--- src/rtl/seg_pkg.sv ---
// Purpose: shared constants for the seven-segment scan driver (modes, glyph codes, FSM states).
// Latency: n/a (declarations only).
// Backpressure: n/a.
package seg_pkg;

  // Display mode encodings; 2'b11 is not listed and is treated as hex.
  localparam logic [1:0] MODE_HEX  = 2'b00;
  localparam logic [1:0] MODE_UDEC = 2'b01;
  localparam logic [1:0] MODE_SDEC = 2'b10;

  // 5-bit glyph codes held in the display registers. GL_0..GL_F equal their
  // nibble value, so a hex or BCD nibble becomes a glyph by zero-extension.
  localparam logic [4:0] GL_0     = 5'd0;
  localparam logic [4:0] GL_1     = 5'd1;
  localparam logic [4:0] GL_2     = 5'd2;
  localparam logic [4:0] GL_3     = 5'd3;
  localparam logic [4:0] GL_4     = 5'd4;
  localparam logic [4:0] GL_5     = 5'd5;
  localparam logic [4:0] GL_6     = 5'd6;
  localparam logic [4:0] GL_7     = 5'd7;
  localparam logic [4:0] GL_8     = 5'd8;
  localparam logic [4:0] GL_9     = 5'd9;
  localparam logic [4:0] GL_A     = 5'd10;
  localparam logic [4:0] GL_B     = 5'd11;
  localparam logic [4:0] GL_C     = 5'd12;
  localparam logic [4:0] GL_D     = 5'd13;
  localparam logic [4:0] GL_E     = 5'd14;
  localparam logic [4:0] GL_F     = 5'd15;
  localparam logic [4:0] GL_BLANK = 5'd16;
  localparam logic [4:0] GL_MINUS = 5'd17;
  localparam logic [4:0] GL_R     = 5'd18;

  typedef enum logic [1:0] {
    ST_IDLE,
    ST_SHIFT,
    ST_COMMIT
  } state_e;

  function automatic logic is_dec(input logic [1:0] m);
    return (m == MODE_UDEC) || (m == MODE_SDEC);
  endfunction

  // Double-dabble nibble correction applied before each shift.
  function automatic logic [3:0] add3(input logic [3:0] n);
    return (n >= 4'd5) ? n + 4'd3 : n;
  endfunction

endpackage

--- src/rtl/seg_glyph_rom.sv ---
// Purpose: combinational glyph code -> segment pattern lookup.
// Latency: 0 cycles (pure combinational).
// Backpressure: none.
// Ports: code (5-bit glyph code in), seg (7-bit {a,b,c,d,e,f,g} active-high out).
module seg_glyph_rom
  import seg_pkg::*;
(
  input  logic [4:0] code,
  output logic [6:0] seg
);

  always_comb begin
    seg = 7'b0000000;
    case (code)
      GL_0:     seg = 7'b1111110;
      GL_1:     seg = 7'b0110000;
      GL_2:     seg = 7'b1101101;
      GL_3:     seg = 7'b1111001;
      GL_4:     seg = 7'b0110011;
      GL_5:     seg = 7'b1011011;
      GL_6:     seg = 7'b1011111;
      GL_7:     seg = 7'b1110000;
      GL_8:     seg = 7'b1111111;
      GL_9:     seg = 7'b1111011;
      GL_A:     seg = 7'b1110111;
      GL_B:     seg = 7'b0011111;
      GL_C:     seg = 7'b1001110;
      GL_D:     seg = 7'b0111101;
      GL_E:     seg = 7'b1001111;
      GL_F:     seg = 7'b1000111;
      GL_R:     seg = 7'b0000101;
      GL_MINUS: seg = 7'b0000001;
      default:  seg = 7'b0000000;
    endcase
  end

endmodule

--- src/rtl/seg_scan_display.sv ---
// Purpose: multiplexed 7-seg driver; captures a value on load, converts (hex / unsigned / signed dec) and scans it out.
// Latency: hex/error glyphs visible 2 edges after load; decimal WIDTH+2 edges (serial double-dabble).
// Backpressure: busy=1 during conversion; a load while busy is dropped, never queued.
// Ports: clk, rst_n (async active-low); value/mode/error sampled with load; busy out;
//        seg_out[7:1]={a..g} active-high, seg_out[0]=dp (always 0); cs_out active-low one-hot, bit 0 = rightmost.
// Build option: define SEG_BLINK_EN to add a blink input that blanks all digits on alternate 32-frame periods.
module seg_scan_display
  import seg_pkg::*;
#(
  parameter int WIDTH       = 32,
  parameter int DIGITS      = 4,
  parameter int REFRESH_DIV = 10000
) (
  input  logic              clk,
  input  logic              rst_n,
  input  logic [WIDTH-1:0]  value,
  input  logic              load,
  input  logic [1:0]        mode,
  input  logic              error,
`ifdef SEG_BLINK_EN
  input  logic              blink,
`endif
  output logic              busy,
  output logic [7:0]        seg_out,
  output logic [DIGITS-1:0] cs_out
);

  localparam int BCD_W = 4 * DIGITS;
  localparam int IDX_W = $clog2(DIGITS);
  localparam int RC_W  = $clog2(REFRESH_DIV);
  localparam int SC_W  = $clog2(WIDTH + 1);

  // ---------------------------------------------------------------------------
  // Conversion state
  // ---------------------------------------------------------------------------
  state_e             state_q, state_d;
  logic               busy_q, busy_d;
  logic [WIDTH-1:0]   sh_q, sh_d;       // hex value, or decimal magnitude being shifted out
  logic [1:0]         mode_q, mode_d;
  logic               err_q, err_d;
  logic               neg_q, neg_d;
  logic [SC_W-1:0]    sc_q, sc_d;       // shift cycle count
  logic [BCD_W-1:0]   bcd_q, bcd_d;
  logic               ovf_q, ovf_d;     // sticky: a 1 fell off the top BCD nibble
  logic [4:0]         glyph_q [DIGITS];
  logic [4:0]         glyph_d [DIGITS];

  // ---------------------------------------------------------------------------
  // Scan state
  // ---------------------------------------------------------------------------
  logic [RC_W-1:0]    rcnt_q, rcnt_d;
  logic [IDX_W-1:0]   idx_q, idx_d;
  logic [7:0]         seg_q, seg_d;
  logic [DIGITS-1:0]  cs_q, cs_d;
`ifdef SEG_BLINK_EN
  logic [5:0]         frame_q, frame_d;
`endif

  logic [BCD_W-1:0]   bcd_adj;
  logic [4:0]         commit_glyph [DIGITS];
  logic [IDX_W-1:0]   msd;              // most significant nonzero BCD digit (0 if value is 0)
  logic               dec_ovf;
  logic               slot_wrap;
  logic               frame_wrap;
  logic [4:0]         cur_glyph;
  logic [6:0]         rom_seg;

  // ---------------------------------------------------------------------------
  // Glyphs to commit, derived from the finished conversion
  // ---------------------------------------------------------------------------
  always_comb begin
    msd = '0;
    for (int i = 0; i < DIGITS; i++) begin
      if (bcd_q[4*i +: 4] != 4'd0) msd = IDX_W'(i);
    end
    // A negative number using every digit leaves no room for its sign.
    dec_ovf = ovf_q || (neg_q && (msd == IDX_W'(DIGITS - 1)));

    for (int i = 0; i < DIGITS; i++) begin
      commit_glyph[i] = GL_BLANK;
      if (err_q) begin
        if (i == 0 || i == 1) commit_glyph[i] = GL_R;
        else if (i == 2)      commit_glyph[i] = GL_E;
      end else if (!is_dec(mode_q)) begin
        commit_glyph[i] = {1'b0, 4'(sh_q >> (4 * i))};
      end else if (dec_ovf) begin
        commit_glyph[i] = GL_MINUS;
      end else if (IDX_W'(i) <= msd) begin
        commit_glyph[i] = {1'b0, bcd_q[4*i +: 4]};
      end else if (neg_q && (i == int'(msd) + 1)) begin
        commit_glyph[i] = GL_MINUS;
      end
    end
  end

  // ---------------------------------------------------------------------------
  // Conversion FSM next-state
  // ---------------------------------------------------------------------------
  always_comb begin
    state_d = state_q;
    sh_d    = sh_q;
    mode_d  = mode_q;
    err_d   = err_q;
    neg_d   = neg_q;
    sc_d    = sc_q;
    bcd_d   = bcd_q;
    ovf_d   = ovf_q;
    for (int i = 0; i < DIGITS; i++) glyph_d[i] = glyph_q[i];

    bcd_adj = '0;
    for (int i = 0; i < DIGITS; i++) bcd_adj[4*i +: 4] = add3(bcd_q[4*i +: 4]);

    case (state_q)
      ST_IDLE: begin
        if (load) begin
          mode_d  = mode;
          err_d   = error;
          neg_d   = (mode == MODE_SDEC) && value[WIDTH-1];
          // Two's-complement magnitude; the most-negative value maps to 2^(WIDTH-1).
          sh_d    = ((mode == MODE_SDEC) && value[WIDTH-1]) ? (~value) + WIDTH'(1) : value;
          bcd_d   = '0;
          ovf_d   = 1'b0;
          sc_d    = '0;
          state_d = (error || !is_dec(mode)) ? ST_COMMIT : ST_SHIFT;
        end
      end
      ST_SHIFT: begin
        bcd_d = {bcd_adj[BCD_W-2:0], sh_q[WIDTH-1]};
        sh_d  = sh_q << 1;
        ovf_d = ovf_q | bcd_adj[BCD_W-1];
        sc_d  = sc_q + SC_W'(1);
        if (sc_q == SC_W'(WIDTH - 1)) state_d = ST_COMMIT;
      end
      ST_COMMIT: begin
        for (int i = 0; i < DIGITS; i++) glyph_d[i] = commit_glyph[i];
        state_d = ST_IDLE;
      end
      default: state_d = ST_IDLE;
    endcase

    busy_d = (state_d != ST_IDLE);
  end

  // ---------------------------------------------------------------------------
  // Scan next-state: segments and select are both registered off idx_d, so
  // they switch together; a commit shows up on the next edge without restart.
  // ---------------------------------------------------------------------------
  always_comb begin
    slot_wrap  = (rcnt_q == RC_W'(REFRESH_DIV - 1));
    frame_wrap = slot_wrap && (idx_q == IDX_W'(DIGITS - 1));
    rcnt_d     = slot_wrap ? '0 : rcnt_q + RC_W'(1);
    idx_d      = idx_q;
    if (slot_wrap) idx_d = frame_wrap ? '0 : idx_q + IDX_W'(1);

    cur_glyph = glyph_q[idx_d];
    seg_d     = {rom_seg, 1'b0};
    cs_d      = ~(DIGITS'(1) << idx_d);
`ifdef SEG_BLINK_EN
    frame_d = frame_q + (frame_wrap ? 6'd1 : 6'd0);
    if (blink && frame_d[5]) cs_d = '1;
`endif
  end

  seg_glyph_rom u_glyph_rom (
    .code (cur_glyph),
    .seg  (rom_seg)
  );

  // ---------------------------------------------------------------------------
  // Registers
  // ---------------------------------------------------------------------------
  always_ff @(posedge clk or negedge rst_n) begin
    if (!rst_n) begin
      state_q <= ST_IDLE;
      busy_q  <= 1'b0;
      sh_q    <= '0;
      mode_q  <= MODE_HEX;
      err_q   <= 1'b0;
      neg_q   <= 1'b0;
      sc_q    <= '0;
      bcd_q   <= '0;
      ovf_q   <= 1'b0;
      for (int i = 0; i < DIGITS; i++) glyph_q[i] <= GL_BLANK;
    end else begin
      state_q <= state_d;
      busy_q  <= busy_d;
      sh_q    <= sh_d;
      mode_q  <= mode_d;
      err_q   <= err_d;
      neg_q   <= neg_d;
      sc_q    <= sc_d;
      bcd_q   <= bcd_d;
      ovf_q   <= ovf_d;
      for (int i = 0; i < DIGITS; i++) glyph_q[i] <= glyph_d[i];
    end
  end

  always_ff @(posedge clk or negedge rst_n) begin
    if (!rst_n) begin
      rcnt_q  <= '0;
      idx_q   <= '0;
      seg_q   <= '0;
      cs_q    <= ~DIGITS'(1);
`ifdef SEG_BLINK_EN
      frame_q <= '0;
`endif
    end else begin
      rcnt_q  <= rcnt_d;
      idx_q   <= idx_d;
      seg_q   <= seg_d;
      cs_q    <= cs_d;
`ifdef SEG_BLINK_EN
      frame_q <= frame_d;
`endif
    end
  end

  assign busy    = busy_q;
  assign seg_out = seg_q;
  assign cs_out  = cs_q;

endmodule

--- config.mk ---
export PLATFORM = sky130hd
export DESIGN_NAME = seg_scan_display
export DESIGN_NICKNAME = d
export VERILOG_FILES = /design/src/rtl/seg_pkg.sv /design/src/rtl/seg_glyph_rom.sv /design/src/rtl/seg_scan_display.sv
export SDC_FILE = /design/constraint.sdc
export NUM_CORES = 1
export LEC_CHECK = 0
export CORE_MARGIN = 1.5
export CORE_UTILIZATION = 40
export DETAILED_ROUTE_END_ITERATION = 6
export PLACE_DENSITY = 0.68
export SLEW_MARGIN = 20
export SYNTH_ARGS = -nofsm -noshare
export SYNTH_HDL_FRONTEND = slang
export SYNTH_SLANG_ARGS = --single-unit
--- constraint.sdc ---
create_clock -name clk -period 6.3 [get_ports clk]
set_input_delay 0.945 -clock clk [delete_from_list [all_inputs] [get_ports clk]]
set_output_delay 0.945 -clock clk [all_outputs]
set_load 0.03 [all_outputs]
Word-level counts from Yosys, hierarchy flattened

Memory sizes are Yosys's and may differ from the RTL's. A register that Yosys moved wholly into a read port is not among the register bits.
Index checks and enable logic that the tools add are counted.

Register bits after elaboration: 102
ROM bits: 224
Bits of input ports: 38
Output and inout bits: 13
Word-level logic and storage cells: 122
Memories: 1

Add/sub/neg operators: 9
Order comparisons: 9
Equality and inequality tests: 14
Shift operators: 1
Mux-type cells: 46
Bitwise gates (word level): 4
Reduce and logical (&&, ||, !) cells: 22

Memories:

| memory          | depth | bits a word | read ports | clocked after Yosys merged registers in | wr ports | RTL line            | RTL |
|---|---|---|---|---|---|---|---|
| (no name shown) | 32    | 7           | 1          | 1                                       | 0        | seg_glyph_rom.sv:14 | `case (code)` |

Operator list:

| operator                | count |
|---|---|
| $mux W5                 | 18 |
| $mux W32                | 2 |
| $pmux W32 S2            | 1 |
| $add A32 B1 Y32 const B | 1 |
| $eq A2 B32 Y1 const A   | 1 |
| $eq A3 B32 Y1 const A   | 1 |
| $logic_not A32 Y1       | 1 |
| $not A32 Y32            | 1 |
| $pmux W16 S2            | 1 |
| $add A4 B2 Y4 const B   | 4 |
| $ge A4 B3 Y1 const B    | 4 |
| $mux W16                | 1 |
| $mux W4                 | 4 |
| $add A14 B1 Y14 const B | 1 |
| $eq A14 B14 Y1 const B  | 1 |
| $mux W14                | 1 |
| $mux W2                 | 7 |
| $pmux W6 S2             | 1 |
| $reduce_bool A4 Y1      | 3 |
| $bmux W5 S2             | 1 |
| $eq A2 B2 Y1 const B    | 5 |
| $logic_and A1 B1 Y1     | 7 |
| $add A6 B1 Y6 const B   | 1 |
| $eq A2 B1 Y1 const B    | 3 |
| other kinds (21)        | 34 |

Depth between registers and ports, before layout

Gate-level depths: netlist (run 1).

Depth in word-level cells: 12
Gate-level depth with buffers: 14
Gate-level depth less buffers: 12

Modules after synthesis

From an unflattened synthesis (run 1), not the netlist that was laid out.

Cells, all modules: 618
Area total of the unflattened synthesis: 6097.1 sq um

By module, submodules not included:

| module           | instances | cells each | area each (sq um) | seq. area each (sq um) |
|---|---|---|---|---|
| seg_scan_display | 1         | 576        | 5794.3            | 2736.4 |
| seg_glyph_rom    | 1         | 42         | 302.8             | 0.0 |

Worst setup path before layout (run 1)

Ideal clock, no wire load.

Path kind: reg2reg
Start point: register rcnt_q[0]
End point: register seg_q[4], in the netlist seg_out[4]
Setup time: 0.067 ns
Data arrival time: 2.906 ns
Data required time: 6.233 ns
Path slack: 3.327 ns
Stages on the path, launching flop included: 14
Path buffers: 2
Clock period less this slack: 2.973 ns
Path through: dfrtp_1 -> ha_1 -> and3_1 -> buf_6 -> and4_1 -> buf_6 -> mux2i_4 -> clkinv_8 -> mux2_4 -> inv_1 -> ha_1 -> a21boi_1 -> a2111oi_2 -> a41o_1

Longest elaborated chain between the ends: 8

RTL lines:

| what                                           | RTL line                | RTL |
|---|---|---|
| from (decl)                                    | seg_scan_display.sv:51  | `logic [RC_W-1:0] rcnt_q, rcnt_d;` |
| from (signal assigned)                         | seg_scan_display.sv:208 | `rcnt_q <= rcnt_d;` |
| $eq A14 B14 Y1 (*)                             | seg_scan_display.sv:149 | `slot_wrap = (rcnt_q == RC_W'(REFRESH_DIV - 1));` |
| $logic_and A1 B1 Y1                            | seg_scan_display.sv:150 | `frame_wrap = slot_wrap && (idx_q == IDX_W'(DIGITS - 1));` |
| $mux W2                                        | seg_scan_display.sv:153 | `if (slot_wrap) idx_d = frame_wrap ? '0 : idx_q + IDX_W'(1);` |
| $mux W2 (*)                                    | seg_scan_display.sv:153 |  |
| net idx_d[1]                                   | seg_scan_display.sv:52  | `logic [IDX_W-1:0] idx_q, idx_d;` |
| $not A2 Y3 (not written as such) (*)           | seg_scan_display.sv:155 | `cur_glyph = glyph_q[idx_d];` |
| $bmux W5 S2 (*)                                | seg_scan_display.sv:155 |  |
| $mux W5 (not written as such) (*) (2 in a row) | seg_scan_display.sv:155 |  |
| to (decl)                                      | seg_scan_display.sv:53  | `logic [7:0] seg_q, seg_d;` |

The timed path passes the listed nets; every way through them passes the cells marked *. The select of a mux whose other input is x is not followed.
A chain may end at the register's enable or synchronous reset.

Worst setup path after layout (run 1)

Ends and elaborated chain as after synthesis.

==> results.ini, run 1 <==
[synth]
synth_fp_nets = 688
synth_cell_types = 74
synth.area.top_cells = dfrtp_1 (41%), o21ai_0 (5.2%), a22oi_1 (4.3%), nand2_1 (4.1%), ha_1 (4.1%)
synth_cells = 630
synth.top_cells.by_count = dfrtp_1 (102), nand2_1 (67), o21ai_0 (64)
synth_edf_count = 0
ys_seq_area_share_pct = 44.4
avgSynthCellArea_um2 = 9.77
synth_most_common_cell = dfrtp_1
synth_top_area_share_pct = 41.5
synth_seq_cells = 109
yosysTopAreaCell = dfrtp_1
syn_area_um2 = 6160
ys_warn_count = 0
synthFlopType = dfrtp_1
synthArstFlopShare_pct = 100

[route]
drtIter0Drc = 309
dr.pass1.iters = 5
viasPerCell = 5.71
wl_per_cell_um = 16.3
drc = 0
finalWirelength_mm = 14.0
dr_total_vias = 4908
drtAntennaViolNets = 0

[final_layout]
area_delta_synth_final_pct = 15.0
fin_area_um2 = 7080
antenna_cells = 0
num-fill-cells = 1418
drive_gt1_share_pct = 8.20
final_cells = 859
fin_util_pct = 46.9
multiInputGateArea_um2 = 3160
seq_area_um2 = 2740
nets = 724

[timing]
tightest_slew_ns = 0.912
slew_headroom_pct = 39.1
setup_ws_ns = 2.79
report.final.slew_viol_count = 0
rsz0062_at_grt = no
tns_ns = 0
clock_skew_ns = 0.00959
post-route-min-period_ns = 3.51
final-hold-violation-count = 0
fmaxAchievable_mhz = 285
setup_viol_count_final = 0
whs_ns = 0.461
fin_crit_sh_pct = 55.7

[clocking]
clockBufferDepth = 2
path_clk_slew_ns = 0.07
cts_setup_buffers = 0
cts_inserted_buffers = 9
cts_hold_buf = 0
clock_latency_ns = 0.35
cts.sinks = 109
cts_resized = 0
htree_num_levels = 3
cts_tree = built
cts-root-buf = clkbuf_16

[pwr]
p_per_area_nw_per_um2 = 379
power_mw = 2.69
power.leakage_nw = 2.90
ir_drop_v = 0.000170

[min_path]
hp-class = flip-flop to flip-flop

[setup_path]
cp_data_required_time_ns = 6.58
cp_common_cell = ha_1
slowest_stage = and4_1
end_kind = flip-flop
crit_type = flip-flop to flip-flop
slowest_delay_ns = 0.55
crit_arrival_ns = 3.79
crit_buf_inv = 2
path_max_fanout = 10
path_delay_family = multiplexers
cp_cell_sequence = ha_1 -> and3_1 -> and4_1 -> mux2i_4 -> clkinv_8 -> mux2_4 -> inv_1 -> ha_1 -> a21boi_1 -> a2111oi_2 -> a41o_1
cp-start-kind = flip-flop

[placement]
place_area_um2 = 6790
place_ws_ns = 2.55
dpl.cell_count = 843
gp_congestion = 0.914
port-buffer-count = 49
dp_hpwl_mm = 10.3

[floorplanning]
die_h_um = 127
core_um2 = 15100
start_util_pct = 40.8
ios = 51
rows = 45
die_area_um2 = 16100
die_x_um = 127

[outcome]
status = complete, no violations

[global_route]
grt_pass1_wl_mm = 23.5
antenna_found_initial = 0
grt_max_degree = 65
grt-ovfl-total = 0
grt_pass1_vias = 4852
grt_use_total_pct = 17.9

[flow_run]
maxCapViolCount = 0

where the power goes:
part	switching (mW)	internal, mW	leakage, nW
Combinational	0.627	0.398	1.37
Sequential	0.173	0.918	1.39
Clock	0.252	0.318	0.143
worst register-to-register path: stages, from the launching register on:
cell,delay (ns)
dfrtp_1,0.44
ha_1,0.26
and3_1,0.27
and4_1,0.55
mux2i_4,0.47
clkinv_8,0.14
mux2_4,0.36
inv_1,0.11
ha_1,0.24
a21boi_1,0.16
a2111oi_2,0.31
a41o_1,0.13
area by class of cell:
| type | count | area share (%) |
|---|---|---|
| Clock buffer | 12 | 3.48 |
| Clock inverter | 4 | 0.671 |
| Inverter | 30 | 1.84 |
| Multi-Input combinational cell | 462 | 44.6 |
| Sequential cell | 109 | 38.6 |
| Tap cell | 188 | 3.32 |
| Timing Repair Buffer | 54 | 7.42 |
cell usage in the layout, fill, tap and decap left out, drive strengths merged, types with 4 or more instances in the layout:
cell / count
a211oi: 4
a21o: 4
a21oi: 33
a221oi: 5
a22oi: 35
a32o: 4
and2: 7
buf: 6
clkbuf: 12
clkdlybuf4s50: 48
dfrtp: 102
dfstp: 7
ha: 20
inv: 29
mux2i: 10
nand2: 67
nand3: 14
nand4: 8
nor2: 39
nor2b: 4
o211ai: 9
o21ai: 66
o22ai: 9
o31ai: 15
o41ai: 6
or4: 5
xnor2: 26
xor2: 25
layer usage:
| layer | up-vias | global-route usage (%) | wire length, um |
|---|---|---|---|
| li1 | 2364 | - | - |
| met1 | 2399 | 22.5 | 6130 |
| met2 | 123 | 31.4 | 7080 |
| met3 | 22 | 3.18 | 588 |
| met4 | 0 | 5.35 | 234 |
| met5 | - | 0 | 0 |
flip-flops by register name (all words and copies together) (netlist names):
| name | cells |
|---|---|
| state_q | 2 |
| busy | 1 |
| neg_q | 1 |
| idx_q | 2 |
| bcd_q | 16 |
| seg_out | 7 |
| ovf_q | 1 |
| sc_q | 6 |
| glyph_q | 20 |
| cs_out | 4 |
| sh_q | 32 |
| err_q | 1 |
| mode_q | 2 |
| rcnt_q | 14 |
cell families after synthesis:
kind of cell,Yosys count,synth area share [%]
AO/OA/AOI/OAI,208,23.0
XOR/XNOR,51,7.25
multiplexers,13,2.64
other,1,0.0609
AND/OR/NAND/NOR,169,14.3
buffers and inverters,59,4.31
flip-flops,109,44.4
adder cells (fa/ha/maj),20,4.06
final timing paths:
| path | start | to | slack [ns] | cells past startpoint |
|---|---|---|---|---|
| worst max-delay path | rcnt_q[0] | seg_out[4] | 2.79 | 11 |
| worst min-delay path | glyph_q[14] | glyph_q[14] | 0.46 | 2 |
| worst max register to register | rcnt_q[0] | seg_out[4] | 2.79 | 11 |
| worst min register to register | glyph_q[14] | glyph_q[14] | 0.46 | 2 |
| max in group asynchronous | rst_n | sh_q[23] | 4.49 | 2 |
| min in group asynchronous | rst_n | rcnt_q[8] | 0.59 | 1 |
(Power assumes the default switching activity.)
==> inputs of run 2 (changes only) <==
==> constraint.sdc (replaced) <==
create_clock -name clk -period 3.3 [get_ports clk]
set_input_delay 0.495 -clock clk [delete_from_list [all_inputs] [get_ports clk]]
set_output_delay 0.495 -clock clk [all_outputs]
set_load 0.03 [all_outputs]
==> run 2 against run 1 <==
- maximum frequency increased by 13%
- flip-flop and latch count unchanged
- first-iteration DRC count decreased by 5.8%
- final cell count increased by 1.0%
- total power increased by 94%
- critical path depth unchanged
- clock skew decreased by 0.00074 ns
- clock-buffer cell count unchanged
- core utilization increased by 0.66 points
- global-route usage increased by 0.92 points
- via count increased by 1.3%
- critical path type unchanged
==> results.ini, run 2 (same netlist as run 1, synthesis figures left out) <==
[pwr]
clkPwrFrac_pct = 21.6  ; +0.4 points
switching_share_pct = 39.2  ; +0.049 points
ir_drop_v = 0.000412  ; +140%
power_frac_comb_pct = 38.3  ; about the same
seqPwrFrac_pct = 40.1  ; -0.5 points
p_sw_mw = 2.04  ; +94%
p_per_area_nw_per_um2 = 724  ; +91%
p_int_mw = 3.16  ; +93%
power.leakage_nw = 2.96  ; +1.9%

[floorplanning]
die_x_um = 127  ; unchanged
die_area_um2 = 16100  ; unchanged
core_um2 = 15100  ; unchanged
ios = 51  ; unchanged
start_util_pct = 40.8  ; unchanged
die_h_um = 127  ; unchanged
rows = 45  ; unchanged

[final_layout]
drive_gt1_share_pct = 9.71  ; +1.5 points
final_common_cell = dfrtp_1
antenna_cells = 0  ; unchanged
final_cell_mix = dfrtp_1 (102), nand2_1 (67), o21ai_0 (63)
area_delta_synth_final_pct = 16.7
largest_reg_flops = 32  ; unchanged
top_regs = sh_q (32), glyph_q (20), bcd_q (16)
regMostFlops = sh_q
nets = 733  ; +1.2%
num-fill-cells = 1413  ; -0.35%

[clocking]
path_clk_slew_ns = 0.07  ; about the same
cts.sinks = 109  ; unchanged
cts_inserted_buffers = 9  ; unchanged
cts_hold_buf = 0  ; unchanged
htree_num_levels = 3  ; unchanged
cts_tree = built
clock_latency_ns = 0.36  ; about the same
cts-root-buf = clkbuf_16
clockBufferDepth = 2  ; unchanged

[min_path]
hp-class = input pin to asynchronous set/reset pin

[timing]
fin_crit_sh_pct = 93.8  ; +38 points
whs_ns = 0.199  ; -0.262 ns
fmaxAchievable_mhz = 323  ; +13%
setup_viol_count_final = 0  ; unchanged
slew_headroom_pct = 49.4  ; +10 points
post-route-min-period_ns = 3.10  ; -0.412 ns
report.final.slew_viol_count = 0  ; unchanged
rsz0062_at_grt = no
clock_skew_ns = 0.00886  ; -0.000737 ns
tightest_slew_ns = 0.758  ; -0.154 ns
final-hold-violation-count = 0  ; unchanged
tns_ns = 0  ; unchanged

[placement]
gp_congestion = 0.881  ; -3.7%
port-buffer-count = 49  ; unchanged
dp_hpwl_mm = 10.3  ; about the same

[route]
dr.pass1.iters = 4  ; -1
drc = 0  ; unchanged
wl_per_cell_um = 16.5  ; +0.71%
finalWirelength_mm = 14.3  ; +1.8%
dr_total_vias = 4970  ; +1.3%
drtIter0Drc = 291  ; -5.8%
drtAntennaViolNets = 0  ; unchanged
viasPerCell = 5.73  ; +0.21%

[global_route]
grt_pass1_wl_mm = 24.4  ; +4.0%
grt_use_total_pct = 18.8  ; +0.92 points
grt_max_degree = 56  ; -14%
grt_pass1_vias = 4939  ; +1.8%
grt-ovfl-total = 0  ; unchanged
antenna_found_initial = 0  ; unchanged

[setup_path]
cp-start-kind = flip-flop
end_kind = flip-flop
crit_arrival_ns = 3.39  ; -0.40 ns
cp_data_required_time_ns = 3.59  ; -2.99 ns
crit_type = flip-flop to flip-flop
path_max_fanout = 9  ; -1

[flow_run]
maxCapViolCount = 0  ; unchanged

[outcome]
status = complete, no violations

run 2: area by class of cell:
| cell class | count | area (um^2) | area share (%) |
|---|---|---|---|
| clock inverters | 4 | 55.1 | 0.766 |
| repair buffers | 63 | 606 | 8.43 |
| multi-input cells | 462 | 3160 | 44.1 |
| flip-flops and latches | 109 | 2740 | 38.1 |
| well taps | 188 | 235 | 3.27 |
| clock buffers | 12 | 256 | 3.57 |
| inverters | 30 | 130 | 1.81 |
run 2: per-layer routing:
layer	share of wire, %	global-route usage [%]	vias up	wire, um
li1	-	-	2387	-
met1	43	23.0	2435	6140
met2	51	33.2	127	7240
met3	4.2	3.94	21	605
met4	2.1	6.08	0	295
met5	0	0	-	0
run 2: timing repair:
action / in CTS / in global routing
endpoints found under the setup margin: 0 / 4
buffers inserted: 0 / 2
endpoints found under the hold margin: 0 / 0
resized for setup: 0 / 2
run 2: metrics by stage:
step	cell area (um^2)	total power [mW]	cells	util (%)	worst slack [ns]
6_report	7180	5.20	868	47.6	0.205
5_1_grt	7180	5.55	868	47.6	0.0168
4_1_cts	7170	5.22	866	47.5	0.0238
3_5_place_dp	6850	4.08	850	45.4	0.0518
3_3_place_gp	6850	4.01	850	45.4	0.186
2_1_floorplan	6160	3.42	630	-	0.327
run 2: path summary, 6_finish.rpt:
path / slack, ns / start / endpoint / cells after the start
max: 0.20 / rcnt_q[0] / seg_out[4] / 11
min: 0.20 / rst_n / rcnt_q[11] / 1
max reg2reg: 0.20 / rcnt_q[0] / seg_out[4] / 11
min reg2reg: 0.46 / glyph_q[14] / glyph_q[14] / 2
max in group asynchronous: 2.37 / rst_n / bcd_q[7] / 2
min in group clk: 0.46 / glyph_q[14] / glyph_q[14] / 2
run 2: power groups by stage:
| stage | combinational (mW) | sequential [mW] | clock [mW] |
|---|---|---|---|
| final | 1.99 | 2.09 | 1.12 |
| after global routing | 2.21 | 2.13 | 1.21 |
| after CTS | 1.99 | 2.08 | 1.15 |
| after detailed placement | 1.97 | 2.10 | 0 |
| after global placement | 1.92 | 2.08 | 0 |
| after floorplan | 1.36 | 2.06 | 0 |
run 2: worst max-delay path, stage by stage, from the launching register on:
cell	delay (ns)
dfrtp_1	0.43
ha_1	0.26
and3_1	0.28
and4_4	0.29
mux2i_4	0.33
clkinv_8	0.13
mux2_4	0.36
inv_1	0.11
ha_1	0.25
a21boi_1	0.16
a2111oi_2	0.30
a41o_1	0.14
==> inputs of run 3 (changes only) <==
--- a/config.mk
+++ b/config.mk
@@ -6,10 +6,11 @@
 export NUM_CORES = 1
 export LEC_CHECK = 0
 export CORE_MARGIN = 1.5
-export CORE_UTILIZATION = 40
+export CORE_UTILIZATION = 59
 export DETAILED_ROUTE_END_ITERATION = 6
-export PLACE_DENSITY = 0.68
+export PLACE_DENSITY = 0.9
 export SLEW_MARGIN = 20
 export SYNTH_ARGS = -nofsm -noshare
 export SYNTH_HDL_FRONTEND = slang
 export SYNTH_SLANG_ARGS = --single-unit
+export TNS_END_PERCENT = 30
==> run 3 against run 2 <==
- final cell count down 6.2%
- sequential share of layout area up 0.98 points
- die area down 32%
- clock skew up 0.0037 ns
- core utilization up 21 points
- clock power down 20%
- critical path type unchanged
- highest routed layer unchanged
==> results.ini, run 3 (same netlist as run 1, synthesis figures left out) <==
[final_layout]
final_common_cell = dfrtp_1
regMostFlops = sh_q
num-fill-cells = 784  ; -45%
final_cell_mix = dfrtp_1 (101), nand2_1 (67), o21ai_0 (63)
largest_reg_flops = 32  ; unchanged
drive_gt1_share_pct = 9.73  ; +0.029 points
antenna_cells = 0  ; unchanged
area_delta_synth_final_pct = 13.8
top_regs = sh_q (32), glyph_q (20), bcd_q (16)
nets = 731  ; -0.27%

[floorplanning]
die_h_um = 105  ; -17%
ios = 51  ; unchanged
core_um2 = 10200  ; -32%
rows = 37  ; -18%
die_x_um = 105  ; -17%
die_area_um2 = 11100  ; -32%
start_util_pct = 60.2  ; +19 points

[clocking]
path_clk_slew_ns = 0.11  ; +0.04 ns
clockBufferDepth = 2  ; unchanged
cts_tree = built
cts_hold_buf = 0  ; unchanged
cts_inserted_buffers = 9  ; unchanged
cts.sinks = 109  ; unchanged
cts-root-buf = clkbuf_8
htree_num_levels = 3  ; unchanged
clock_latency_ns = 0.37  ; about the same

[route]
top_layer = met4
viasPerCell = 6.27  ; +9.4%
drtAntennaViolNets = 0  ; unchanged
wl_met3_um = 635  ; +5.0%
drc = 0  ; unchanged
wl_met1_mm = 5.65  ; -7.9%
dr.pass1.iters = 5  ; +1
drtIter0Drc = 351  ; +21%
dr_total_vias = 5100  ; +2.6%
finalWirelength_mm = 14.0  ; -1.8%
wl_per_cell_um = 17.2  ; +4.7%
met2WireLength_mm = 7.38  ; +1.9%

[placement]
place_ws_ns = 0.00902  ; -0.0428 ns
gp_congestion = 0.929  ; +5.4%
dp_hpwl_mm = 10.4  ; +0.68%
port-buffer-count = 49  ; unchanged

[setup_path]
end_kind = flip-flop
reg2reg_from = rcnt_q[1]
rr_worst_depth = 11  ; unchanged
slowest_stage = dfrtp_1
path_max_fanout = 9  ; unchanged
slowest_delay_ns = 0.43  ; about the same
critPathLaunch = rcnt_q[1]
cp-start-kind = flip-flop
cp_common_cell = ha_1
crit_type = flip-flop to flip-flop
cp_data_required_time_ns = 3.62  ; +0.03 ns
crit_arrival_ns = 3.46  ; +0.07 ns
crit_end = seg_out[4]
worst_r2r_endpoint = seg_out[4]
ff2ff_setup_slack_ns = 0.16  ; -0.04 ns
cp_cell_sequence = ha_1 -> and3_1 -> and4_4 -> mux2i_4 -> clkinv_8 -> mux2_4 -> inv_1 -> ha_1 -> a21boi_1 -> a2111oi_2 -> a41o_1

[timing]
final-hold-violation-count = 0  ; unchanged
report.final.slew_viol_count = 0  ; unchanged
rsz0062_at_grt = no
post-route-min-period_ns = 3.14  ; +0.0397 ns
clock_skew_ns = 0.0126  ; +0.00374 ns
fin_crit_sh_pct = 95.0  ; +1.2 points
slew_headroom_pct = 41.3  ; -8.1 points
tns_ns = 0  ; unchanged
setup_ws_ns = 0.165  ; -0.0397 ns
setup_viol_count_final = 0  ; unchanged
fmaxAchievable_mhz = 319  ; -1.3%
tightest_slew_ns = 0.879  ; +0.121 ns

[pwr]
p_per_area_nw_per_um2 = 710  ; -2.0%
ir_drop_v = 0.000344  ; -16%
power.leakage_nw = 2.90  ; -1.9%

[flow_run]
maxCapViolCount = 0  ; unchanged

[min_path]
hp-class = input pin to asynchronous set/reset pin

[global_route]
grt_pass1_vias = 5133  ; +3.9%
grt_max_degree = 86  ; +54%
grt_use_total_pct = 27.1  ; +8.3 points
grt-ovfl-total = 0  ; unchanged
grt_pass1_wl_mm = 24.1  ; -1.4%
antenna_found_initial = 0  ; unchanged

[outcome]
status = complete, no violations

run 3: repair_timing:
item / 4_1_cts / 5_1_grt
setup buffers: 1 / 0
gates resized for setup: 0 / 3
setup endpoints to repair: 1 / 1
cloned: 0 / 0
run 3: report_power, final:
part           switching, mW  internal [mW]  total, mW
clock network          0.468          0.430      0.898
logic                   1.22          0.768       1.98
registers              0.337           1.75       2.09
run 3: worst min path at each step:
| stage | start | end | depth (start not counted) |
|---|---|---|---|
| 2_1_floorplan | rst_n | bcd_q[0] | 0 |
| 3_3_place_gp | glyph_q[14] | glyph_q[14] | 2 |
| 3_5_place_dp | glyph_q[14] | glyph_q[14] | 2 |
| 4_1_cts | rst_n | rcnt_q[8] | 1 |
| 5_1_grt | rst_n | rcnt_q[11] | 1 |
| 6_report | rst_n | rcnt_q[8] | 1 |
run 3: worst max-delay path, delay by kind of cell, from the launching register on:
| kind | cells | cell delay, ns |
|---|---|---|
| compound gates | 3 | 0.61 |
| mux | 2 | 0.69 |
| buf+inv | 2 | 0.25 |
| fa+ha+maj | 2 | 0.51 |
| simple gates | 2 | 0.58 |
| flops | 1 | 0.43 |
run 3: final cells by class:
type	instances	area [um^2]	area share [%]
Multi-Input combinational cell	462	3160	45.2
Sequential cell	109	2740	39.1
Timing Repair Buffer	61	582	8.31
Tap cell	136	170	2.43
Inverter	30	130	1.86
Clock buffer	9	124	1.77
Clock inverter	7	97.6	1.39
run 3: metrics by stage:
step	area, um^2	cells	power [mW]	util [%]	hold slack, ns
6_report	7010	814	4.97	68.5	0.146
3_5_place_dp	6770	797	4.06	66.2	0.470
4_1_cts	7000	814	4.96	68.4	0.327
2_1_floorplan	6160	630	3.42	-	0.199
5_1_grt	7010	814	5.31	68.5	0.207
3_3_place_gp	6770	797	3.97	66.2	0.458
run 3: layer usage:
layer	vias to the layer above	global-route usage, %
li1	2379	-
met1	2518	32.6
met2	171	49.0
met3	32	3.49
met4	0	10.8
met5	-	0
